## config.mk

```make
export PLATFORM = sky130hd
export DESIGN_NAME = sd_data_control_multi_flat
export DESIGN_NICKNAME = d
export VERILOG_FILES = /design/src/rtl/sd_data_control_multi_pkg.sv /design/src/rtl/sd_data_control_multi_if.sv /design/src/rtl/sd_data_control_multi_timeout_cnt.sv /design/src/rtl/sd_data_control_multi.sv /design/src/flat_wrapper.sv
export SDC_FILE = /design/constraint.sdc
export NUM_CORES = 1
export LEC_CHECK = 0
export ABC_CLOCK_PERIOD_IN_PS = 7750
export CAP_MARGIN = 15
export CORE_MARGIN = 5
export CORE_UTILIZATION = 54
export CTS_CLUSTER_DIAMETER = 50
export CTS_CLUSTER_SIZE = 20
export DETAILED_ROUTE_END_ITERATION = 12
export PLACE_DENSITY_LB_ADDON = 0.3
export SLEW_MARGIN = 20
export SYNTH_ARGS = -nofsm -noshare
export SYNTH_HDL_FRONTEND = slang
export SYNTH_SLANG_ARGS = --single-unit
```

## constraint.sdc

```tcl
create_clock -name i_clk -period 7.75 [get_ports i_clk]
set_input_delay 1.55 -clock i_clk [delete_from_list [all_inputs] [get_ports i_clk]]
set_output_delay 1.55 -clock i_clk [all_outputs]
set_load 0.01 [all_outputs]
```

## src/rtl/sd_data_control_multi_pkg.sv

```systemverilog
// Shared definitions for the multi-block SD DATA-path controller:
// FSM state encoding and the legal SD DAT lane counts.
package sd_data_pkg;

  typedef enum logic [2:0] {
    ST_IDLE            = 3'd0,
    ST_SETTING_OUTPUTS = 3'd1,
    ST_CHECK_FIFO      = 3'd2,
    ST_TRANSMIT        = 3'd3,
    ST_ACK             = 3'd4,
    ST_DONE            = 3'd5,
    ST_ERROR           = 3'd6
  } data_state_t;

  localparam int unsigned BUS_W_1 = 1;
  localparam int unsigned BUS_W_4 = 4;

  // The Phy only supports 1-lane and 4-lane DAT operation.
  function automatic logic bus_w_legal(input int unsigned w);
    return (w == BUS_W_1) || (w == BUS_W_4);
  endfunction

endpackage

```

## src/rtl/sd_data_control_multi_if.sv

```systemverilog
// Handshake and configuration bundle between the DATA controller (master)
// and the SD physical layer (slave).
interface sd_data_control_multi_if #(
  parameter int BC_W = 4,
  parameter int TO_W = 16
);
  logic            serial_Ready_Phy_DATA;
  logic            timeout_Phy_DATA;
  logic            complete_Phy_DATA;
  logic            ack_IN_Phy_DATA;
  logic            strobe_OUT_DATA_Phy;
  logic            ack_OUT_DATA_Phy;
  logic            idle_OUT_DATA_Phy;
  logic [BC_W-1:0] blocks_DATA_Phy;
  logic [TO_W-1:0] timeout_Reg_DATA_Phy;
  logic            writeRead_DATA_Phy;
  logic            multiple_DATA_Phy;
  logic [2:0]      busWidth_DATA_Phy;

  modport master (
    input  serial_Ready_Phy_DATA, timeout_Phy_DATA, complete_Phy_DATA, ack_IN_Phy_DATA,
    output strobe_OUT_DATA_Phy, ack_OUT_DATA_Phy, idle_OUT_DATA_Phy, blocks_DATA_Phy,
           timeout_Reg_DATA_Phy, writeRead_DATA_Phy, multiple_DATA_Phy, busWidth_DATA_Phy
  );

  modport slave (
    output serial_Ready_Phy_DATA, timeout_Phy_DATA, complete_Phy_DATA, ack_IN_Phy_DATA,
    input  strobe_OUT_DATA_Phy, ack_OUT_DATA_Phy, idle_OUT_DATA_Phy, blocks_DATA_Phy,
           timeout_Reg_DATA_Phy, writeRead_DATA_Phy, multiple_DATA_Phy, busWidth_DATA_Phy
  );
endinterface

```

## src/rtl/sd_data_control_multi_timeout_cnt.sv

```systemverilog
// Watchdog for the DATA controller. Down-counter reloaded with the limit on
// clear; expires when it reaches zero, i.e. after 'limit' enabled cycles
// following the clear. A limit of zero never expires.
module sd_data_timeout_cnt #(
  parameter int TO_W = 16
) (
  input  logic            i_clk,
  input  logic            i_reset,
  input  logic            i_clr,
  input  logic            i_en,
  input  logic [TO_W-1:0] i_limit,
  output logic            o_expired
);

  logic [TO_W-1:0] r_count;

  // Reload on clear, otherwise count down while enabled, stopping at zero.
  always_ff @(posedge i_clk) begin
    if (i_reset) begin
      r_count <= '0;
    end else if (i_clr) begin
      r_count <= i_limit;
    end else if (i_en && (r_count != '0)) begin
      r_count <= r_count - TO_W'(1);
    end
  end

  assign o_expired = i_en && (i_limit != '0) && (r_count == '0);

endmodule

```

## src/rtl/sd_data_control_multi.sv

```systemverilog
// Multi-block SD DATA-path controller: sequences read/write block transfers
// between DMA, FIFO and the Phy with a per-block index, a watchdog and a
// configurable DAT bus width.
// Build option: define DATA_RETRY_EN to let a Phy timeout during TRANSMIT
// resend the same block up to MAX_RETRY times instead of raising an error.
//
// state           | meaning
// IDLE            | waiting for a DMA request, Phy held idle
// SETTING_OUTPUTS | configuration latched, waiting for Phy ready
// CHECK_FIFO      | waiting for FIFO data/room for the next block
// TRANSMIT        | block on the wire, FIFO port enabled
// ACK             | ack_OUT raised, waiting for Phy acknowledge
// DONE            | all blocks done, waiting for DMA request to drop
// ERROR           | timeout seen, waiting for DMA request to drop
module sd_data_control_multi
  import sd_data_pkg::*;
#(
  parameter int BC_W      = 4,
  parameter int TO_W      = 16,
  parameter int BUS_W     = 1,
  parameter int MAX_RETRY = 2
) (
  input  logic            i_clk,
  input  logic            i_reset,
  input  logic            i_writeRead_Regs_DATA,
  input  logic [BC_W-1:0] i_blockCount_Regs_DATA,
  input  logic            i_multipleData_Regs_DATA,
  input  logic            i_timeout_Enable_Regs_DATA,
  input  logic [TO_W-1:0] i_timeout_Reg_Regs_DATA,
  input  logic            i_new_DAT_DMA_DATA,
  input  logic            i_fifo_OK_FIFO_DATA,
  sd_data_control_multi_if.master phy,
  output logic            o_writeFIFO_enable,
  output logic            o_readFIFO_enable,
  output logic [BC_W-1:0] o_block_Index_DATA,
  output logic            o_transfer_complete_DATA_DMA,
  output logic            o_timeout_Error_DATA_INT
);

  localparam int IDX_W   = BC_W + 1;
  localparam int RETRY_W = $clog2(MAX_RETRY + 1) + 1;
`ifdef DATA_RETRY_EN
  localparam int RETRY_LIMIT = MAX_RETRY;
`else
  localparam int RETRY_LIMIT = 0;
`endif

  data_state_t      r_state, w_next;
  logic [BC_W-1:0]  r_blocks;
  logic [TO_W-1:0]  r_to_limit;
  logic             r_to_en;
  logic             r_dir;
  logic             r_multi;
  logic [BC_W-1:0]  r_index;
  logic [RETRY_W-1:0] r_retry;
  logic             r_strobe;
  logic             r_done_pulse;
  logic             r_err;

  logic             w_start;
  logic             w_block_ack;
  logic             w_retry;
  logic             w_retry_ok;
  logic             w_last;
  logic             w_wd_active;
  logic             w_wd_clr;
  logic             w_expired;
  logic [IDX_W-1:0] w_idx_inc;
  logic [IDX_W-1:0] w_eff_count;

  // Index and count compared one bit wider so a full 2^BC_W-1 count never wraps.
  assign w_idx_inc   = {1'b0, r_index} + IDX_W'(1);
  assign w_eff_count = (r_blocks == '0) ? IDX_W'(1) : {1'b0, r_blocks};
  assign w_last      = !r_multi || (w_idx_inc >= w_eff_count);
  assign w_retry_ok  = (RETRY_LIMIT != 0) && (int'(r_retry) < RETRY_LIMIT);

  assign w_wd_active = (r_state == ST_CHECK_FIFO) || (r_state == ST_TRANSMIT) ||
                       (r_state == ST_ACK);
  assign w_wd_clr    = (w_next != r_state);

  sd_data_timeout_cnt #(.TO_W(TO_W)) u_timeout_cnt (
    .i_clk     (i_clk),
    .i_reset   (i_reset),
    .i_clr     (w_wd_clr),
    .i_en      (r_to_en && w_wd_active),
    .i_limit   (r_to_limit),
    .o_expired (w_expired)
  );

  // State register.
  always_ff @(posedge i_clk) begin
    if (i_reset) r_state <= ST_IDLE;
    else         r_state <= w_next;
  end

  // Next-state logic; forward progress beats a coincident timeout.
  always_comb begin
    w_next      = r_state;
    w_start     = 1'b0;
    w_block_ack = 1'b0;
    w_retry     = 1'b0;
    case (r_state)
      ST_IDLE: begin
        if (i_new_DAT_DMA_DATA) begin
          w_next  = ST_SETTING_OUTPUTS;
          w_start = 1'b1;
        end
      end
      ST_SETTING_OUTPUTS: begin
        if (phy.serial_Ready_Phy_DATA) w_next = ST_CHECK_FIFO;
      end
      ST_CHECK_FIFO: begin
        if (i_fifo_OK_FIFO_DATA)                        w_next = ST_TRANSMIT;
        else if (w_expired || phy.timeout_Phy_DATA)     w_next = ST_ERROR;
      end
      ST_TRANSMIT: begin
        if (phy.complete_Phy_DATA) begin
          w_next = ST_ACK;
        end else if (phy.timeout_Phy_DATA && w_retry_ok) begin
          w_next  = ST_CHECK_FIFO;
          w_retry = 1'b1;
        end else if (phy.timeout_Phy_DATA || w_expired) begin
          w_next = ST_ERROR;
        end
      end
      ST_ACK: begin
        if (phy.ack_IN_Phy_DATA) begin
          w_block_ack = 1'b1;
          w_next      = w_last ? ST_DONE : ST_CHECK_FIFO;
        end else if (w_expired || phy.timeout_Phy_DATA) begin
          w_next = ST_ERROR;
        end
      end
      ST_DONE, ST_ERROR: begin
        if (!i_new_DAT_DMA_DATA) w_next = ST_IDLE;
      end
      default: w_next = ST_IDLE;
    endcase
  end

  // Configuration latch, block/retry counters, pulses and sticky error.
  always_ff @(posedge i_clk) begin
    if (i_reset) begin
      r_blocks     <= '0;
      r_to_limit   <= '0;
      r_to_en      <= 1'b0;
      r_dir        <= 1'b0;
      r_multi      <= 1'b0;
      r_index      <= '0;
      r_retry      <= '0;
      r_strobe     <= 1'b0;
      r_done_pulse <= 1'b0;
      r_err        <= 1'b0;
    end else begin
      r_strobe     <= (r_state == ST_CHECK_FIFO) && (w_next == ST_TRANSMIT);
      r_done_pulse <= (r_state != ST_DONE) && (w_next == ST_DONE);
      if (w_start) begin
        r_blocks   <= i_blockCount_Regs_DATA;
        r_to_limit <= i_timeout_Reg_Regs_DATA;
        r_to_en    <= i_timeout_Enable_Regs_DATA;
        r_dir      <= i_writeRead_Regs_DATA;
        r_multi    <= i_multipleData_Regs_DATA;
        r_index    <= '0;
        r_retry    <= '0;
        r_err      <= 1'b0;
      end
      if ((r_state != ST_ERROR) && (w_next == ST_ERROR)) r_err <= 1'b1;
      if (w_block_ack) begin
        r_index <= w_idx_inc[BC_W-1:0];
        r_retry <= '0;
      end else if (w_retry) begin
        r_retry <= r_retry + RETRY_W'(1);
      end
    end
  end

  assign phy.strobe_OUT_DATA_Phy  = r_strobe;
  assign phy.ack_OUT_DATA_Phy     = (r_state == ST_ACK);
  assign phy.idle_OUT_DATA_Phy    = (r_state == ST_IDLE) || (r_state == ST_DONE) ||
                                    (r_state == ST_ERROR);
  assign phy.blocks_DATA_Phy      = r_blocks;
  assign phy.timeout_Reg_DATA_Phy = r_to_limit;
  assign phy.writeRead_DATA_Phy   = r_dir;
  assign phy.multiple_DATA_Phy    = r_multi;
  assign phy.busWidth_DATA_Phy    = 3'(bus_w_legal(BUS_W) ? BUS_W : BUS_W_1);

  assign o_writeFIFO_enable           = (r_state == ST_TRANSMIT) && !r_dir;
  assign o_readFIFO_enable            = (r_state == ST_TRANSMIT) && r_dir;
  assign o_block_Index_DATA           = r_index;
  assign o_transfer_complete_DATA_DMA = r_done_pulse;
  assign o_timeout_Error_DATA_INT     = r_err;

endmodule

```

## src/flat_wrapper.sv

```systemverilog
// flat-port wrapper written by rule: the top's interface ports become plain ports
module sd_data_control_multi_flat import sd_data_pkg::*;
#(
  parameter int BC_W      = 4,
  parameter int TO_W      = 16,
  parameter int BUS_W     = 1,
  parameter int MAX_RETRY = 2
)
  (i_clk, i_reset, i_writeRead_Regs_DATA, i_blockCount_Regs_DATA, i_multipleData_Regs_DATA, i_timeout_Enable_Regs_DATA, i_timeout_Reg_Regs_DATA, i_new_DAT_DMA_DATA, i_fifo_OK_FIFO_DATA, o_writeFIFO_enable, o_readFIFO_enable, o_block_Index_DATA, o_transfer_complete_DATA_DMA, o_timeout_Error_DATA_INT, phy_serial_Ready_Phy_DATA, phy_timeout_Phy_DATA, phy_complete_Phy_DATA, phy_ack_IN_Phy_DATA, phy_strobe_OUT_DATA_Phy, phy_ack_OUT_DATA_Phy, phy_idle_OUT_DATA_Phy, phy_blocks_DATA_Phy, phy_timeout_Reg_DATA_Phy, phy_writeRead_DATA_Phy, phy_multiple_DATA_Phy, phy_busWidth_DATA_Phy);
  sd_data_control_multi_if #(.BC_W(BC_W), .TO_W(TO_W)) phy_i ();
  input  logic i_clk;
  input  logic i_reset;
  input  logic i_writeRead_Regs_DATA;
  input  logic [BC_W-1:0] i_blockCount_Regs_DATA;
  input  logic i_multipleData_Regs_DATA;
  input  logic i_timeout_Enable_Regs_DATA;
  input  logic [TO_W-1:0] i_timeout_Reg_Regs_DATA;
  input  logic i_new_DAT_DMA_DATA;
  input  logic i_fifo_OK_FIFO_DATA;
  output logic o_writeFIFO_enable;
  output logic o_readFIFO_enable;
  output logic [BC_W-1:0] o_block_Index_DATA;
  output logic o_transfer_complete_DATA_DMA;
  output logic o_timeout_Error_DATA_INT;
  input wire logic [$bits(phy_i.serial_Ready_Phy_DATA)-1:0] phy_serial_Ready_Phy_DATA;
  input wire logic [$bits(phy_i.timeout_Phy_DATA)-1:0] phy_timeout_Phy_DATA;
  input wire logic [$bits(phy_i.complete_Phy_DATA)-1:0] phy_complete_Phy_DATA;
  input wire logic [$bits(phy_i.ack_IN_Phy_DATA)-1:0] phy_ack_IN_Phy_DATA;
  output wire logic [$bits(phy_i.strobe_OUT_DATA_Phy)-1:0] phy_strobe_OUT_DATA_Phy;
  output wire logic [$bits(phy_i.ack_OUT_DATA_Phy)-1:0] phy_ack_OUT_DATA_Phy;
  output wire logic [$bits(phy_i.idle_OUT_DATA_Phy)-1:0] phy_idle_OUT_DATA_Phy;
  output wire logic [$bits(phy_i.blocks_DATA_Phy)-1:0] phy_blocks_DATA_Phy;
  output wire logic [$bits(phy_i.timeout_Reg_DATA_Phy)-1:0] phy_timeout_Reg_DATA_Phy;
  output wire logic [$bits(phy_i.writeRead_DATA_Phy)-1:0] phy_writeRead_DATA_Phy;
  output wire logic [$bits(phy_i.multiple_DATA_Phy)-1:0] phy_multiple_DATA_Phy;
  output wire logic [$bits(phy_i.busWidth_DATA_Phy)-1:0] phy_busWidth_DATA_Phy;
  assign phy_i.serial_Ready_Phy_DATA = phy_serial_Ready_Phy_DATA;
  assign phy_i.timeout_Phy_DATA = phy_timeout_Phy_DATA;
  assign phy_i.complete_Phy_DATA = phy_complete_Phy_DATA;
  assign phy_i.ack_IN_Phy_DATA = phy_ack_IN_Phy_DATA;
  assign phy_strobe_OUT_DATA_Phy = phy_i.strobe_OUT_DATA_Phy;
  assign phy_ack_OUT_DATA_Phy = phy_i.ack_OUT_DATA_Phy;
  assign phy_idle_OUT_DATA_Phy = phy_i.idle_OUT_DATA_Phy;
  assign phy_blocks_DATA_Phy = phy_i.blocks_DATA_Phy;
  assign phy_timeout_Reg_DATA_Phy = phy_i.timeout_Reg_DATA_Phy;
  assign phy_writeRead_DATA_Phy = phy_i.writeRead_DATA_Phy;
  assign phy_multiple_DATA_Phy = phy_i.multiple_DATA_Phy;
  assign phy_busWidth_DATA_Phy = phy_i.busWidth_DATA_Phy;
  sd_data_control_multi #(.BC_W(BC_W), .TO_W(TO_W), .BUS_W(BUS_W), .MAX_RETRY(MAX_RETRY)) u_core (.i_clk(i_clk), .i_reset(i_reset), .i_writeRead_Regs_DATA(i_writeRead_Regs_DATA), .i_blockCount_Regs_DATA(i_blockCount_Regs_DATA), .i_multipleData_Regs_DATA(i_multipleData_Regs_DATA), .i_timeout_Enable_Regs_DATA(i_timeout_Enable_Regs_DATA), .i_timeout_Reg_Regs_DATA(i_timeout_Reg_Regs_DATA), .i_new_DAT_DMA_DATA(i_new_DAT_DMA_DATA), .i_fifo_OK_FIFO_DATA(i_fifo_OK_FIFO_DATA), .phy(phy_i), .o_writeFIFO_enable(o_writeFIFO_enable), .o_readFIFO_enable(o_readFIFO_enable), .o_block_Index_DATA(o_block_Index_DATA), .o_transfer_complete_DATA_DMA(o_transfer_complete_DATA_DMA), .o_timeout_Error_DATA_INT(o_timeout_Error_DATA_INT));
endmodule
```

==> summary.txt, run 1 <==
DETAILED ROUTING
--------------------------------------------------------------------------------
Vias                                                                        2548
Number of remaining DRC errors                                                 0
Count of antenna-violating nets left after detailed routing                    0
First-pass detailed-route iteration total                                      4
Routed via count divided by cell count                                      5.61
Routed Wire Length                                                       6860 um
Wire length per cell after detailed routing                              15.1 um
1st-iter DRT viols                                                           286

GLOBAL ROUTE
--------------------------------------------------------------------------------
First-pass GRT wire length                                              11400 um
Number of antenna violations at the first check in global routing              0
Via count of the first global-routing pass                                  2402
Leftover overflow at the end of global routing                                 0
Pin count of the biggest net entering global routing                          49
Overall routing resource usage                                             0.216

FLOORPLANNING
--------------------------------------------------------------------------------
Width of the die                                                         81.5 um
Total Die Area                                                          6640 um2
Io pins                                                                       67
Floorplan die height                                                     81.5 um
Placement row count                                                           26
Core area                                                               5040 um2
Starting density of the core                                               0.547

CLOCK TREE
--------------------------------------------------------------------------------
Reg clk slew, reported paths                                             0.09 ns
Clk buf depth                                                                  2
Sinks on Clock Net                                                            49
Cts bufs inserted                                                              5
Clock latency at the later pin of the worst-skew pair                    0.30 ns
Post-CTS Setup Repair Bufs                                                     0
CTS H-Tree Depth                                                               2
Number of cells upsized or downsized after cts                                 0
Clock root buffer                                                   sky130_fd_sc_hd__clkbuf_8
TritonCTS clock tree                                                        done
Count of hold-fix buffers inserted at cts                                      0

TIMING
--------------------------------------------------------------------------------
Least-Margin Pin Slew                                                    1.01 ns
Final Hold Violating Endpoints                                                 0
Setup repair after global routing missed its margin                        false
Minimum clock period                                                     3.97 ns
Post-route clock period utilization                                        0.513
Clock skew after layout                                               0.00768 ns
Highest attainable clock frequency                                       252 MHz
Minimum hold slack                                                      0.486 ns
Final setup violation count                                                    0
Setup TNS                                                                   0 ns
Rel. slew slack                                                            0.323
Number of max-slew violations in the final report                              0

YOSYS
--------------------------------------------------------------------------------
Gate count after technology mapping                                          334
Async set-or-reset flop fraction in the synthesized netlist                    0
Number of flops mapped to enable cells by yosys                                0
Number of library cell types mapped by synthesis                              62
Area share of the largest cell type after synthesis                        0.356
Average footprint of a synthesized cell                                 8.26 um2
Cell types with the largest area share after synthesis              sky130_fd_sc_hd__dfxtp_1 (36%), sky130_fd_sc_hd__a21oi_1 (8.9%), sky130_fd_sc_hd__nand2_1 (8.2%)
Flop and latch count out of synthesis                                         49
Synth Warn #                                                                   0
Proportion of synthesized chip area in sequential cells                    0.356
Leading area contributor after synthesis                            sky130_fd_sc_hd__dfxtp_1
Most instantiated flip-flop cell in the synthesis netlist           sky130_fd_sc_hd__dfxtp_1
Netlist area before placement                                           2760 um2

CELLS AND AREA
--------------------------------------------------------------------------------
Area growth syn-to-layout                                                  25.6%
Multi-input combinational cell area                                     1620 um2
Fin cells                                                                    454
Fraction of final layout cells with drive strength greater than 1         0.0885
FILL cells                                                                   423
Most common library cell in the layout ignoring fill and taps       sky130_fd_sc_hd__clkdlybuf4s50_1
Count of nets after finishing                                                421
N_diodes                                                                       0
Area taken by flip-flops and latches                                     981 um2
Non-Filler Cell Area, Final                                             3460 um2
Most frequent cells in the layout                                   sky130_fd_sc_hd__clkdlybuf4s50_1 (62), sky130_fd_sc_hd__nand2_1 (60), sky130_fd_sc_hd__a21oi_1 (49), sky130_fd_sc_hd__dfxtp_1 (49), sky130_fd_sc_hd__nor2_1 (16)

STATUS
--------------------------------------------------------------------------------
Status                                                              finished, final reports clean

SETUP PATH
--------------------------------------------------------------------------------
Endpoint class of the critical path                                     register
Data required, critical path                                             7.96 ns
Type of origin of the critical path                                 primary input
Arrival time of data at the critical path endpoint                       4.18 ns
Biggest cell delay along the critical path                               0.80 ns
WS Path Type                                                        primary input to register
Chain of cells forming the critical path                            clkdlybuf4s50_1, and3b_1, a21boi_0, a211oi_4, a31oi_1, a211oi_2, a21oi_1, a311oi_1
Largest fanout on the critical path                                           15
Crit path buf inv count                                                        1
Family with the most delay on the worst path                        compound AO/OA/AOI/OAI gates
Cell with the biggest individual delay on the critical path         sky130_fd_sc_hd__a211oi_2
FF-to-FF setup slack                                                     4.44 ns

PLACED DESIGN
--------------------------------------------------------------------------------
Buffers on Ports                                                              63
Cell count after placement                                                   446
Placed wire-length estimate after detailed placement                     4970 um
Final estimated routing congestion in global placement                     0.891
Placed Area                                                             3350 um2

JOB
--------------------------------------------------------------------------------
Max Cap Viol                                                                   0

POWER AND IR DROP
--------------------------------------------------------------------------------
Power after layout                                                       1.30 mW
Power Dens Cells                                                      377 nW/um2
Worst IR Drop VDD                                                     0.000191 V
Leakage                                                                  1.24 nW

WORST HOLD PATH
--------------------------------------------------------------------------------
Tightest Hold Check Type                                            register to register

-- cell families (layout without fill, tap and decap cells) --
logic type,Yosys count,in the layout,share of synthesized area
adders and majority gates,7,7,0.0318
and+or+nand+nor,129,129,0.240
other,2,3,0.00272
xor gates and xnor gates,17,17,0.0540
muxes,1,1,0.00363
buffers and inverters,32,81,0.0608
AOI/OAI and AO/OA,97,97,0.251
DFF,49,49,0.356
-- through the flow --
stage,utilization,setup WS [ns]
after floorplan,-,4.49
after global placement,0.665,3.57
after detailed placement,0.665,3.50
after CTS,0.687,3.81
after global routing,0.687,3.64
final,0.687,3.78
-- worst min-delay path, stage by stage, from the launching register on --
cell and delay (ns):
sky130_fd_sc_hd__dfxtp_1 0.33, sky130_fd_sc_hd__nand2_1 0.06, sky130_fd_sc_hd__a21oi_1 0.05
-- per-layer routing --
layer | vias up | wire [um] | share of wire | global-route usage
met3 | 13 | 482 | 0.070 | 0.0614
met2 | 86 | 3100 | 0.45 | 0.334
li1 | 1283 | - | - | -
met5 | - | 0 | 0 | 0
met4 | 0 | 97 | 0.014 | 0.0490
met1 | 1166 | 3180 | 0.46 | 0.299
-- power breakdown --
part / internal, mW / switching (mW)
registers: 0.316 / 0.0923
clock network: 0.0969 / 0.0838
logic: 0.305 / 0.411
-- final timing paths --
path / startpoint / to / cells past startpoint
setup / recovery: phy_ack_IN_Phy_DATA / u_core.u_timeout_cnt.r_count[5] / 8
hold / removal: u_core.phy.blocks_DATA_Phy[0] / u_core.phy.blocks_DATA_Phy[0] / 2
setup reg to reg: u_core.o_block_Index_DATA[0] / u_core.u_timeout_cnt.r_count[5] / 10
hold reg to reg: u_core.phy.blocks_DATA_Phy[0] / u_core.phy.blocks_DATA_Phy[0] / 2
-- area by class of cell --
cell class	count	share of cell area
Sequential cell	49	0.283
Clock buffer	6	0.0209
Timing Repair Buffer	64	0.183
Clock inverter	2	0.0112
Inverter	9	0.00975
Multi-Input combinational cell	254	0.467
Tap cell	70	0.0253
-- cells in the mapped netlist (all sizes together), types with 3 or more instances --
cell type / count
a211oi: 15
a21oi: 49
buf: 10
clkbuf: 13
dfxtp: 49
ha: 7
inv: 9
nand2: 61
nand2b: 3
nand3: 8
nand4: 3
nor2: 17
nor2b: 4
nor3: 6
nor4: 7
o211ai: 3
o21ai: 8
or3: 3
or4: 4
xnor2: 7
xor2: 10
-- state kept, by name, summed over array words and instances (netlist names) --
register / flops
u_core.phy.blocks_DATA_Phy: 4
u_core.phy.strobe_OUT_DATA_Phy: 1
u_core.o_block_Index_DATA: 4
u_core.phy.timeout_Reg_DATA_Phy: 16
u_core.o_timeout_Error_DATA_INT: 1
u_core.r_to_en: 1
u_core.phy.writeRead_DATA_Phy: 1
u_core.r_state: 3
u_core.o_transfer_complete_DATA_DMA: 1
u_core.u_timeout_cnt.r_count: 16
u_core.phy.multiple_DATA_Phy: 1
No activity file was read; power rests on OpenSTA's default activity.
==> inputs of run 2 (changes only) <==
Settings changed: ABC_CLOCK_PERIOD_IN_PS 7750 to 3700, CORE_UTILIZATION 54 to 50.
Clock period 7.75 ns to 3.7 ns, I/O delays scaled along.
==> run 2 against run 1 <==
Effect of this change:
- non-clock buffer count increased by 4
- clock skew rose by 0.0015 ns
- design area increased by 0.22%
- sequential power rose by 100%
- cell count rose by 1.3%
- first-iteration DRC count down 23%
- sequential share of layout area is 0.061 points lower
- core utilization shrank 4.9 points
- via count increased by 0.82%
- largest power group unchanged
==> summary.txt, run 2 (synthesis gave the netlist of run 1 again) <==
TIMING
--------------------------------------------------------------------------------
Minimum clock period                                                     2.97 ns
Setup repair after global routing missed its margin                        false
Clock skew after layout                                               0.00915 ns   +0.00147 ns
Smallest setup slack after layout                                       0.735 ns   -3.04 ns
Final setup violation count                                                    0   unchanged
Setup TNS                                                                   0 ns   unchanged
Rel. slew slack                                                            0.347   +0.0244
Number of max-slew violations in the final report                              0   unchanged
Least-Margin Pin Slew                                                   0.979 ns   -0.0305 ns
Post-route clock period utilization                                        0.801
Highest attainable clock frequency                                       337 MHz
Final Hold Violating Endpoints                                                 0   unchanged

SETUP PATH
--------------------------------------------------------------------------------
Largest fanout on the critical path                                            6   -9
Chain of cells forming the critical path                            ha_1, xor2_1, ha_1, a21oi_1, o21ai_1, a211oi_4, a31oi_1, a211o_1, or4_1, o21ai_1
Data required, critical path                                             3.94 ns   -4.02 ns
Type of origin of the critical path                                     register
WS Path Type                                                        register to register
Arrival time of data at the critical path endpoint                       3.20 ns   -0.98 ns
Endpoint class of the critical path                                     register
Cell with the biggest individual delay on the critical path         sky130_fd_sc_hd__or4_1
Crit path buf inv count                                                        0   -1
Biggest cell delay along the critical path                               0.50 ns   -0.30 ns
Family with the most delay on the worst path                        compound AO/OA/AOI/OAI gates

GLOBAL ROUTE
--------------------------------------------------------------------------------
Number of antenna violations at the first check in global routing              0   unchanged
Via count of the first global-routing pass                                  2526   +5.2%
First-pass GRT wire length                                              11800 um   +3.6%
Overall routing resource usage                                             0.201   -0.0157
Pin count of the biggest net entering global routing                          49   unchanged
Leftover overflow at the end of global routing                                 0   unchanged

FLOORPLANNING
--------------------------------------------------------------------------------
Total Die Area                                                          7100 um2   +7.0%
Width of the die                                                         84.3 um   +3.4%
Placement row count                                                           27   +3.8%
Core area                                                               5440 um2   +7.9%
Floorplan die height                                                     84.3 um   +3.4%
Io pins                                                                       67   unchanged
Starting density of the core                                               0.507   -0.0399

POWER AND IR DROP
--------------------------------------------------------------------------------
Leakage                                                                  1.25 nW   +0.81%
Power after layout                                                       2.77 mW   +110%
Worst IR Drop VDD                                                     0.000335 V   +76%
Power Dens Cells                                                      798 nW/um2   +110%

PLACED DESIGN
--------------------------------------------------------------------------------
Placed wire-length estimate after detailed placement                     5090 um   +2.4%
Final estimated routing congestion in global placement                     0.896   +0.53%
Buffers on Ports                                                              63   unchanged
Setup Slack @ Placement                                                 0.575 ns   -2.92 ns

WORST HOLD PATH
--------------------------------------------------------------------------------
Tightest Hold Check Type                                            register to register

DETAILED ROUTING
--------------------------------------------------------------------------------
Number of remaining DRC errors                                                 0   unchanged
Routed Wire Length                                                       7000 um   +2.1%
Routed via count divided by cell count                                      5.58   -0.49%
Wire length per cell after detailed routing                              15.2 um   +0.75%
First-pass detailed-route iteration total                                      4   unchanged
1st-iter DRT viols                                                           221   -23%
Count of antenna-violating nets left after detailed routing                    0   unchanged
Vias                                                                        2569   +0.82%

CELLS AND AREA
--------------------------------------------------------------------------------
Most common library cell in the layout ignoring fill and taps       sky130_fd_sc_hd__clkdlybuf4s50_1
Count of nets after finishing                                                425   +0.95%
N_diodes                                                                       0   unchanged
FILL cells                                                                   468   +11%
Share of the core filled with cells                                        0.638   -0.0487
Most frequent cells in the layout                                   sky130_fd_sc_hd__clkdlybuf4s50_1 (62), sky130_fd_sc_hd__nand2_1 (60), sky130_fd_sc_hd__a21oi_1 (49), sky130_fd_sc_hd__dfxtp_1 (49), sky130_fd_sc_hd__nor2_1 (16)
Area growth syn-to-layout                                                  25.9%
Fraction of final layout cells with drive strength greater than 1         0.0979   +0.00940

CLOCK TREE
--------------------------------------------------------------------------------
CTS H-Tree Depth                                                               2   unchanged
Sinks on Clock Net                                                            49   unchanged
Count of hold-fix buffers inserted at cts                                      0   unchanged
Reg clk slew, reported paths                                             0.09 ns   about the same
Clk buf depth                                                                  2   unchanged
Post-CTS Setup Repair Bufs                                                     0   unchanged
Cts bufs inserted                                                              5   unchanged
Clock root buffer                                                   sky130_fd_sc_hd__clkbuf_8
TritonCTS clock tree                                                        done
Clock latency at the later pin of the worst-skew pair                    0.30 ns   about the same
Number of cells upsized or downsized after cts                                 0   unchanged

JOB
--------------------------------------------------------------------------------
Max Cap Viol                                                                   0   unchanged

STATUS
--------------------------------------------------------------------------------
Status                                                              finished, final reports clean

## run 2: area by class of cell
cell class                 count  area, um2  area share
clock inverter                 2       13.8     0.00396
tap                           72       90.1      0.0259
timing repair buffer          68        663       0.191
multi-input combinational    254       1620       0.466
inverter                       9       33.8     0.00973
sequential                    49        981       0.283
clock buffer                   6       72.6      0.0209
## run 2: path summary, 6_finish.rpt
check	cells after the start	start	slack, ns	endpoint
max	10	u_core.o_block_Index_DATA[0]	0.73	u_core.u_timeout_cnt.r_count[11]
min	2	u_core.o_timeout_Error_DATA_INT	0.46	u_core.o_timeout_Error_DATA_INT
max reg2reg	10	u_core.o_block_Index_DATA[0]	0.73	u_core.u_timeout_cnt.r_count[11]
min reg2reg	2	u_core.o_timeout_Error_DATA_INT	0.46	u_core.o_timeout_Error_DATA_INT
## run 2: per-stage QoR
step                      hold WS (ns)  instances  area [um2]
after CTS                        0.462        460        3470
final                            0.458        460        3470
after detailed placement         0.450        452        3390
after global placement           0.445        452        3390
after floorplan                  0.474        335        2760
after global routing             0.496        460        3470
## run 2: power by group
part | total (mW) | internal, mW | switching [mW] | leakage, nW
Combinational | 1.63 | 0.700 | 0.925 | 0.800
Clock | 0.313 | 0.135 | 0.178 | 0.0456
Sequential | 0.831 | 0.662 | 0.169 | 0.401
Total | 2.77 | 1.50 | 1.27 | 1.25
## run 2: per-layer routing
metal | up-vias | GRT usage | routed length [um]
li1 | 1295 | - | -
met1 | 1184 | 0.258 | 3050
met2 | 79 | 0.319 | 3330
met3 | 11 | 0.0540 | 495
met4 | 0 | 0.0819 | 123
met5 | - | 0 | 0
## run 2: tightest hold or removal path: cells and delay by family, from the launching register on
family           cells  cell delay (ns)
AND/OR/NAND/NOR      1             0.05
AO/OA/AOI/OAI        1             0.05
flip-flops           1             0.32
==> inputs of run 3 (changes only) <==
Settings changed: ABC_CLOCK_PERIOD_IN_PS 3700 to 2380, CORE_UTILIZATION 50 to 45.
Clock period 3.7 ns to 2.38 ns, I/O delays scaled along.
==> run 3 against run 2 <==
Effect of this change:
- sequential cell count did not move
- sequential share of layout area fell by 3.8 points
- first-iteration DRC count fell by 23%
- die area rose by 9.8%
- via count rose by 9.8%
- non-clock buffer count rose by 60
- the run now ends with negative setup slack left
- maximum frequency rose by 13%
- critical endpoint is now u_core.u_timeout_cnt.r_count[6]
- combinational power rose by 100%
- count of clock-buffer cells in the layout did not move
==> summary.txt, run 3 (synthesis gave the netlist of run 1 again) <==
FLOORPLANNING
--------------------------------------------------------------------------------
Placement row count                                                           28   +3.7%
Total Die Area                                                          7790 um2   +9.8%
Core area                                                               5960 um2   +9.5%
Io pins                                                                       67   unchanged
Width of the die                                                         88.3 um   +4.8%
Starting density of the core                                               0.463   -0.0440
Floorplan die height                                                     88.3 um   +4.8%

TIMING
--------------------------------------------------------------------------------
Final setup violation count                                                   16   +16
Highest attainable clock frequency                                       383 MHz   +13%
Minimum clock period                                                     2.61 ns   -0.353 ns
Rel. slew slack                                                            0.335   -0.0121
Least-Margin Pin Slew                                                   0.997 ns   +0.0181 ns
Final Hold Violating Endpoints                                                 0   unchanged
Smallest setup slack after layout                                      -0.233 ns   -0.967 ns
Number of max-slew violations in the final report                              0   unchanged
Setup repair after global routing missed its margin                         true
Setup TNS                                                               -3.30 ns   -3.30 ns
Post-route clock period utilization                                         1.10   +0.296
Minimum hold slack                                                      0.463 ns   +0.00526 ns
Clock skew after layout                                               0.00853 ns   -0.000611 ns

DETAILED ROUTING
--------------------------------------------------------------------------------
Wire length per cell after detailed routing                              14.7 um   -3.4%
Routed Wire Length                                                       7690 um   +9.8%
Count of antenna-violating nets left after detailed routing                    0   unchanged
Number of remaining DRC errors                                                 0   unchanged
Routed via count divided by cell count                                      5.39   -3.5%
First-pass detailed-route iteration total                                      5   +1
Vias                                                                        2820   +9.8%
1st-iter DRT viols                                                           170   -23%

GLOBAL ROUTE
--------------------------------------------------------------------------------
Overall routing resource usage                                             0.203   +0.00256
Leftover overflow at the end of global routing                                 0   unchanged
First-pass GRT wire length                                              12700 um   +7.6%
Number of antenna violations at the first check in global routing              0   unchanged
Pin count of the biggest net entering global routing                          49   unchanged
Via count of the first global-routing pass                                  2697   +6.8%

CELLS AND AREA
--------------------------------------------------------------------------------
Fin cells                                                                    523   +14%
Non-Filler Cell Area, Final                                             4050 um2   +17%
Share of the core filled with cells                                        0.679   +0.0410
Most frequent cells in the layout                                   sky130_fd_sc_hd__clkdlybuf4s50_1 (62), sky130_fd_sc_hd__buf_4 (61), sky130_fd_sc_hd__nand2_1 (60), sky130_fd_sc_hd__a21oi_1 (46), sky130_fd_sc_hd__dfxtp_1 (45)
Area growth syn-to-layout                                                  46.7%
Count of nets after finishing                                                485   +14%
N_diodes                                                                       0   unchanged
Fraction of final layout cells with drive strength greater than 1          0.248   +0.150
Most common library cell in the layout ignoring fill and taps       sky130_fd_sc_hd__clkdlybuf4s50_1

SETUP PATH
--------------------------------------------------------------------------------
R2R depth                                                                     12   +2
Largest fanout on the critical path                                            7   +1
FF-to-FF End                                                        u_core.u_timeout_cnt.r_count[6]
Type of origin of the critical path                                     register
Endpoint class of the critical path                                     register
FF-to-FF setup slack                                                    -0.23 ns   -0.97 ns
Worst flop-to-flop path startpoint                                  u_core.o_block_Index_DATA[0]
Data required, critical path                                             2.60 ns   -1.34 ns
Launching instance or port of the critical path                     u_core.o_block_Index_DATA[0]
Timing endpoint of the critical path                                u_core.u_timeout_cnt.r_count[6]
Arrival time of data at the critical path endpoint                       2.83 ns   -0.37 ns
WS Path Type                                                        register to register

CLOCK TREE
--------------------------------------------------------------------------------
TritonCTS clock tree                                                        done
Clock latency at the later pin of the worst-skew pair                    0.30 ns   about the same
Clock root buffer                                                   sky130_fd_sc_hd__clkbuf_8
Cts bufs inserted                                                              5   unchanged
Reg clk slew, reported paths                                             0.09 ns   about the same
Clk buf depth                                                                  2   unchanged
CTS H-Tree Depth                                                               2   unchanged
Sinks on Clock Net                                                            49   unchanged

PLACED DESIGN
--------------------------------------------------------------------------------
Placed Area                                                             3870 um2   +14%
Final estimated routing congestion in global placement                     0.884   -1.3%
Placed wire-length estimate after detailed placement                     5730 um   +13%
Buffers on Ports                                                              63   unchanged
Setup Slack @ Placement                                                -0.237 ns   -0.812 ns
Cell count after placement                                                   512   +13%

STATUS
--------------------------------------------------------------------------------
Violated checks                                                     negative setup slack
Status                                                              complete, but fails checks

POWER AND IR DROP
--------------------------------------------------------------------------------
Power after layout                                                       5.05 mW   +82%
Worst IR Drop VDD                                                     0.000891 V   +170%
Leakage                                                                  1.57 nW   +26%
Power Dens Cells                                                     1250 nW/um2   +56%

WORST HOLD PATH
--------------------------------------------------------------------------------
Hold Startpoint                                                     u_core.o_timeout_Error_DATA_INT
Tightest Hold Check Type                                            register to register

JOB
--------------------------------------------------------------------------------
Max Cap Viol                                                                   0   unchanged

## run 3: changes by cell type in the layout (fill, tap and decap cells not counted), sizes merged
| cell | previous run | this run |
|---|---|---|
| buf | 6 | 66 |
## run 3: worst max-delay path, cell delays in order (launching register included)
cell and delay [ns]:
sky130_fd_sc_hd__dfxtp_4 0.37, sky130_fd_sc_hd__ha_4 0.16, sky130_fd_sc_hd__xor2_2 0.14, sky130_fd_sc_hd__ha_1 0.32
sky130_fd_sc_hd__a21oi_2 0.20, sky130_fd_sc_hd__o21ai_4 0.12, sky130_fd_sc_hd__a211oi_4 0.22, sky130_fd_sc_hd__a31oi_1 0.13
sky130_fd_sc_hd__buf_4 0.16, sky130_fd_sc_hd__a211oi_4 0.20, sky130_fd_sc_hd__buf_2 0.22, sky130_fd_sc_hd__a21oi_1 0.09
sky130_fd_sc_hd__a211oi_2 0.19
## run 3: how the worst min path moves through the flow
stage                                                  to  slack (ns)  depth (start not counted)
after detailed placement  u_core.o_timeout_Error_DATA_INT        0.45                          2
after floorplan                            u_core.r_to_en        0.47                          2
after CTS                 u_core.o_timeout_Error_DATA_INT        0.47                          2
final                     u_core.o_timeout_Error_DATA_INT        0.46                          2
after global placement    u_core.o_timeout_Error_DATA_INT        0.45                          2
after global routing      u_core.o_timeout_Error_DATA_INT        0.52                          2
## run 3: final cells by class
cell class | count | area, um2
multi-input combinational | 254 | 1690
clock buffer | 6 | 93.8
tap | 75 | 93.8
inverter | 9 | 33.8
sequential | 49 | 988
fill | 515 | 1910
clock inverter | 2 | 13.8
timing repair buffer | 128 | 1130
## run 3: power breakdown
part	total (mW)	internal [mW]	switching [mW]
clock network	0.558	0.273	0.285
logic	3.30	1.56	1.74
registers	1.19	1.03	0.163
total	5.05	2.87	2.19
## run 3: metal layers
metal	track usage	wire length (um)
met3	0.0466	447
met1	0.273	3370
met4	0.0591	114
met2	0.327	3760
met5	0	0
## run 3: timing repair
item,4_1_cts,5_1_grt
gates cloned,0,1
endpoints found under the hold margin,0,0
buffers inserted,1,1
hold buffers,0,0
pin swaps,7,2
gates resized for setup,4,8
endpoints found under the setup margin,18,20
==> RTL edit: new RTL, flow settings as in run 1 <==
Encoding of `data_state_t`: now Gray code (3 bits for 7 states).
--- a/src/rtl/sd_data_control_multi_pkg.sv
+++ b/src/rtl/sd_data_control_multi_pkg.sv
@@ -3,13 +3,13 @@
 package sd_data_pkg;
 
   typedef enum logic [2:0] {
-    ST_IDLE            = 3'd0,
-    ST_SETTING_OUTPUTS = 3'd1,
-    ST_CHECK_FIFO      = 3'd2,
-    ST_TRANSMIT        = 3'd3,
-    ST_ACK             = 3'd4,
-    ST_DONE            = 3'd5,
-    ST_ERROR           = 3'd6
+    ST_IDLE            = 3'b000,
+    ST_SETTING_OUTPUTS = 3'b001,
+    ST_CHECK_FIFO      = 3'b011,
+    ST_TRANSMIT        = 3'b010,
+    ST_ACK             = 3'b110,
+    ST_DONE            = 3'b111,
+    ST_ERROR           = 3'b101
   } data_state_t;
 
   localparam int unsigned BUS_W_1 = 1;
Behaviour: no difference found for any inputs over 10 cycles, from zero or initial values and one cycle with i_reset high; not proved beyond that.
==> RTL edit against run 1 <==
Count of clock-buffer cells in the layout stayed put. Routed wire length rose by 2.7%. Utilization increased by 2.3 points. Sequential cell count is the same. Maximum frequency is 11% higher. Cell area fell by 2.0%. Area after synthesis down 2.6%. Setup slack gained 0.38 ns. Largest cell class unchanged. Highest routed layer unchanged.
Power is not compared: it rests on default switching activity, and its combinational part moved more than twofold at a synthesized area within 25%.
==> RTL edit: results (changes against run 1) <==
RR Endpoint: u_core.u_timeout_cnt.r_count[15]
met3 wire length: 494 µm (+2.5%)
CTS Buf Count: 5 (unchanged)
hold path start: u_core.r_to_en
PostCTS Resize Cnt: 0 (unchanged)
commonest cells in the netlist: nand2_1, a21oi_1, dfxtp_1
wl on met1: 3.11 mm (-2.2%)
final hold viol count: 0 (unchanged)
overall routing resource usage: 23.2% (+1.6 points)
HP Class: flip-flop to flip-flop
Clock Pin Slew Worst Setup and Hold Paths: 0.09 ns (about the same)
Final nets: 422 (+0.24%)
path depth of the worst reg2reg path: 9 (-1)
n_diodes: 0 (unchanged)
pre-CTS setup slack: 3.84 ns (+0.343 ns)
placed cell area: 3290 µm² (-2.0%)
r2r setup slk: 4.84 ns (+0.40 ns)
Max Cap Viol: 0 (unchanged)
WHS: 0.483 ns (-0.00275 ns)
Met2 Wirelength: 3.35 mm (+8.0%)
crit path DAT: 3.80 ns (-0.38 ns)
Hold EP: u_core.r_to_en
post-synthesis sequential area ratio: 36.5% (+0.96 points)
met3 Resource Use GR: 6.28% (+0.14 points)
share of cells above drive strength 1: 7.27% (-1.6 points)
CP delay by family, top: simple AND/OR/NAND/NOR gates
Clock Latency Late Sink: 0.30 ns (about the same)
largest cells by area after synthesis: dfxtp_1, a21oi_1, nand2_1
Crit Path Max Fanout: 17 (+2)
Post-synth ARST share: 0% (unchanged)
met2 global-route usage: 38.2% (+4.9 points)
hold path depth: 2 (unchanged)
uppermost layer routed: met4
Max-slew headroom: 34.4% (+2.1 points)
Placer Congestion: 0.841 (-5.6%)
Root Driver: clkbuf_8
Final WS setup: 4.16 ns (+0.384 ns)
PortBufs: 63 (unchanged)
DRT Pass-1 Iters: 4 (unchanged)
# Post-CTS Setup Buffers: 0 (unchanged)
synth warn: 0 (unchanged)
number of H-tree levels: 2 (unchanged)
LEAKAGE: 1.21 nW
DR WL/cell: 15.6 µm (+3.1%)
synth unique cells: 49 (-21%)
reg2reg start: u_core.o_block_Index_DATA[0]
met1 Usage GRT: 29.4% (-0.50 points)
DRT iter0 DRCs: 225 (-21%)
pin count of the biggest net entering global routing: 48 (-2.0%)
via count: 2539 (-0.35%)
Detail Placement HPWL: 5.26 mm (+5.8%)
first-pass GRT wire length: 11.8 mm (+3.9%)
critical path's slowest cell: clkdlybuf4s50_1
skew final: 0.00262 ns (-0.00506 ns)
Worst path max stage delay: 0.59 ns (-0.21 ns)
clk buf depth: 2 (unchanged)
status: completed
CP startpoint: phy_ack_IN_Phy_DATA
-- RTL edit: cell types whose count changed in the layout (fill, tap and decap cells not counted), moves of 3 or more --
cell     change
nand3_1      +8
o21ai_0      +3
or3_1        -3
nor3_1       +4
inv_1        +3
-- RTL edit: where the power goes --
| group | switching (mW) | total [mW] | internal [mW] |
|---|---|---|---|
| clock network | 0.0850 | 0.182 | 0.0969 |
| registers | 0.0332 | 0.312 | 0.279 |
| logic | 0.114 | 0.210 | 0.0957 |
-- RTL edit: final cells by class --
| cell class | count | area (µm²) |
|---|---|---|
| clock inverter | 2 | 38.8 |
| sequential | 49 | 981 |
| clock buffer | 6 | 72.6 |
| timing repair buffer | 63 | 626 |
| inverter | 12 | 45.0 |
| tap | 67 | 83.8 |
| fill | 381 | 1390 |
| multi-input combinational | 253 | 1550 |
-- RTL edit: through the flow --
| step | util [%] | instances |
|---|---|---|
| after floorplan | - | 337 |
| after global placement | 68.7 | 444 |
| after detailed placement | 68.7 | 444 |
| after CTS | 71.0 | 452 |
| after global routing | 71.0 | 452 |
| final | 71.0 | 452 |
-- RTL edit: worst register-to-register path: cells and delay by family, from the launching register on --
family | cells | cell delay [ns]
AO/OA/AOI/OAI | 4 | 0.72
XOR/XNOR | 1 | 0.23
adder cells (fa/ha/maj) | 2 | 0.55
flip-flops | 1 | 0.45
AND/OR/NAND/NOR | 2 | 0.87
-- RTL edit: cell families after synthesis --
family	count (synthesis)	share of synthesized area [%]
buffers and inverters	35	5.87
adder cells (fa/ha/maj)	7	3.26
multiplexers	2	0.746
XOR/XNOR	13	4.24
other	2	0.280
flip-flops	49	36.5
AND/OR/NAND/NOR	138	26.6
AO/OA/AOI/OAI	90	22.5
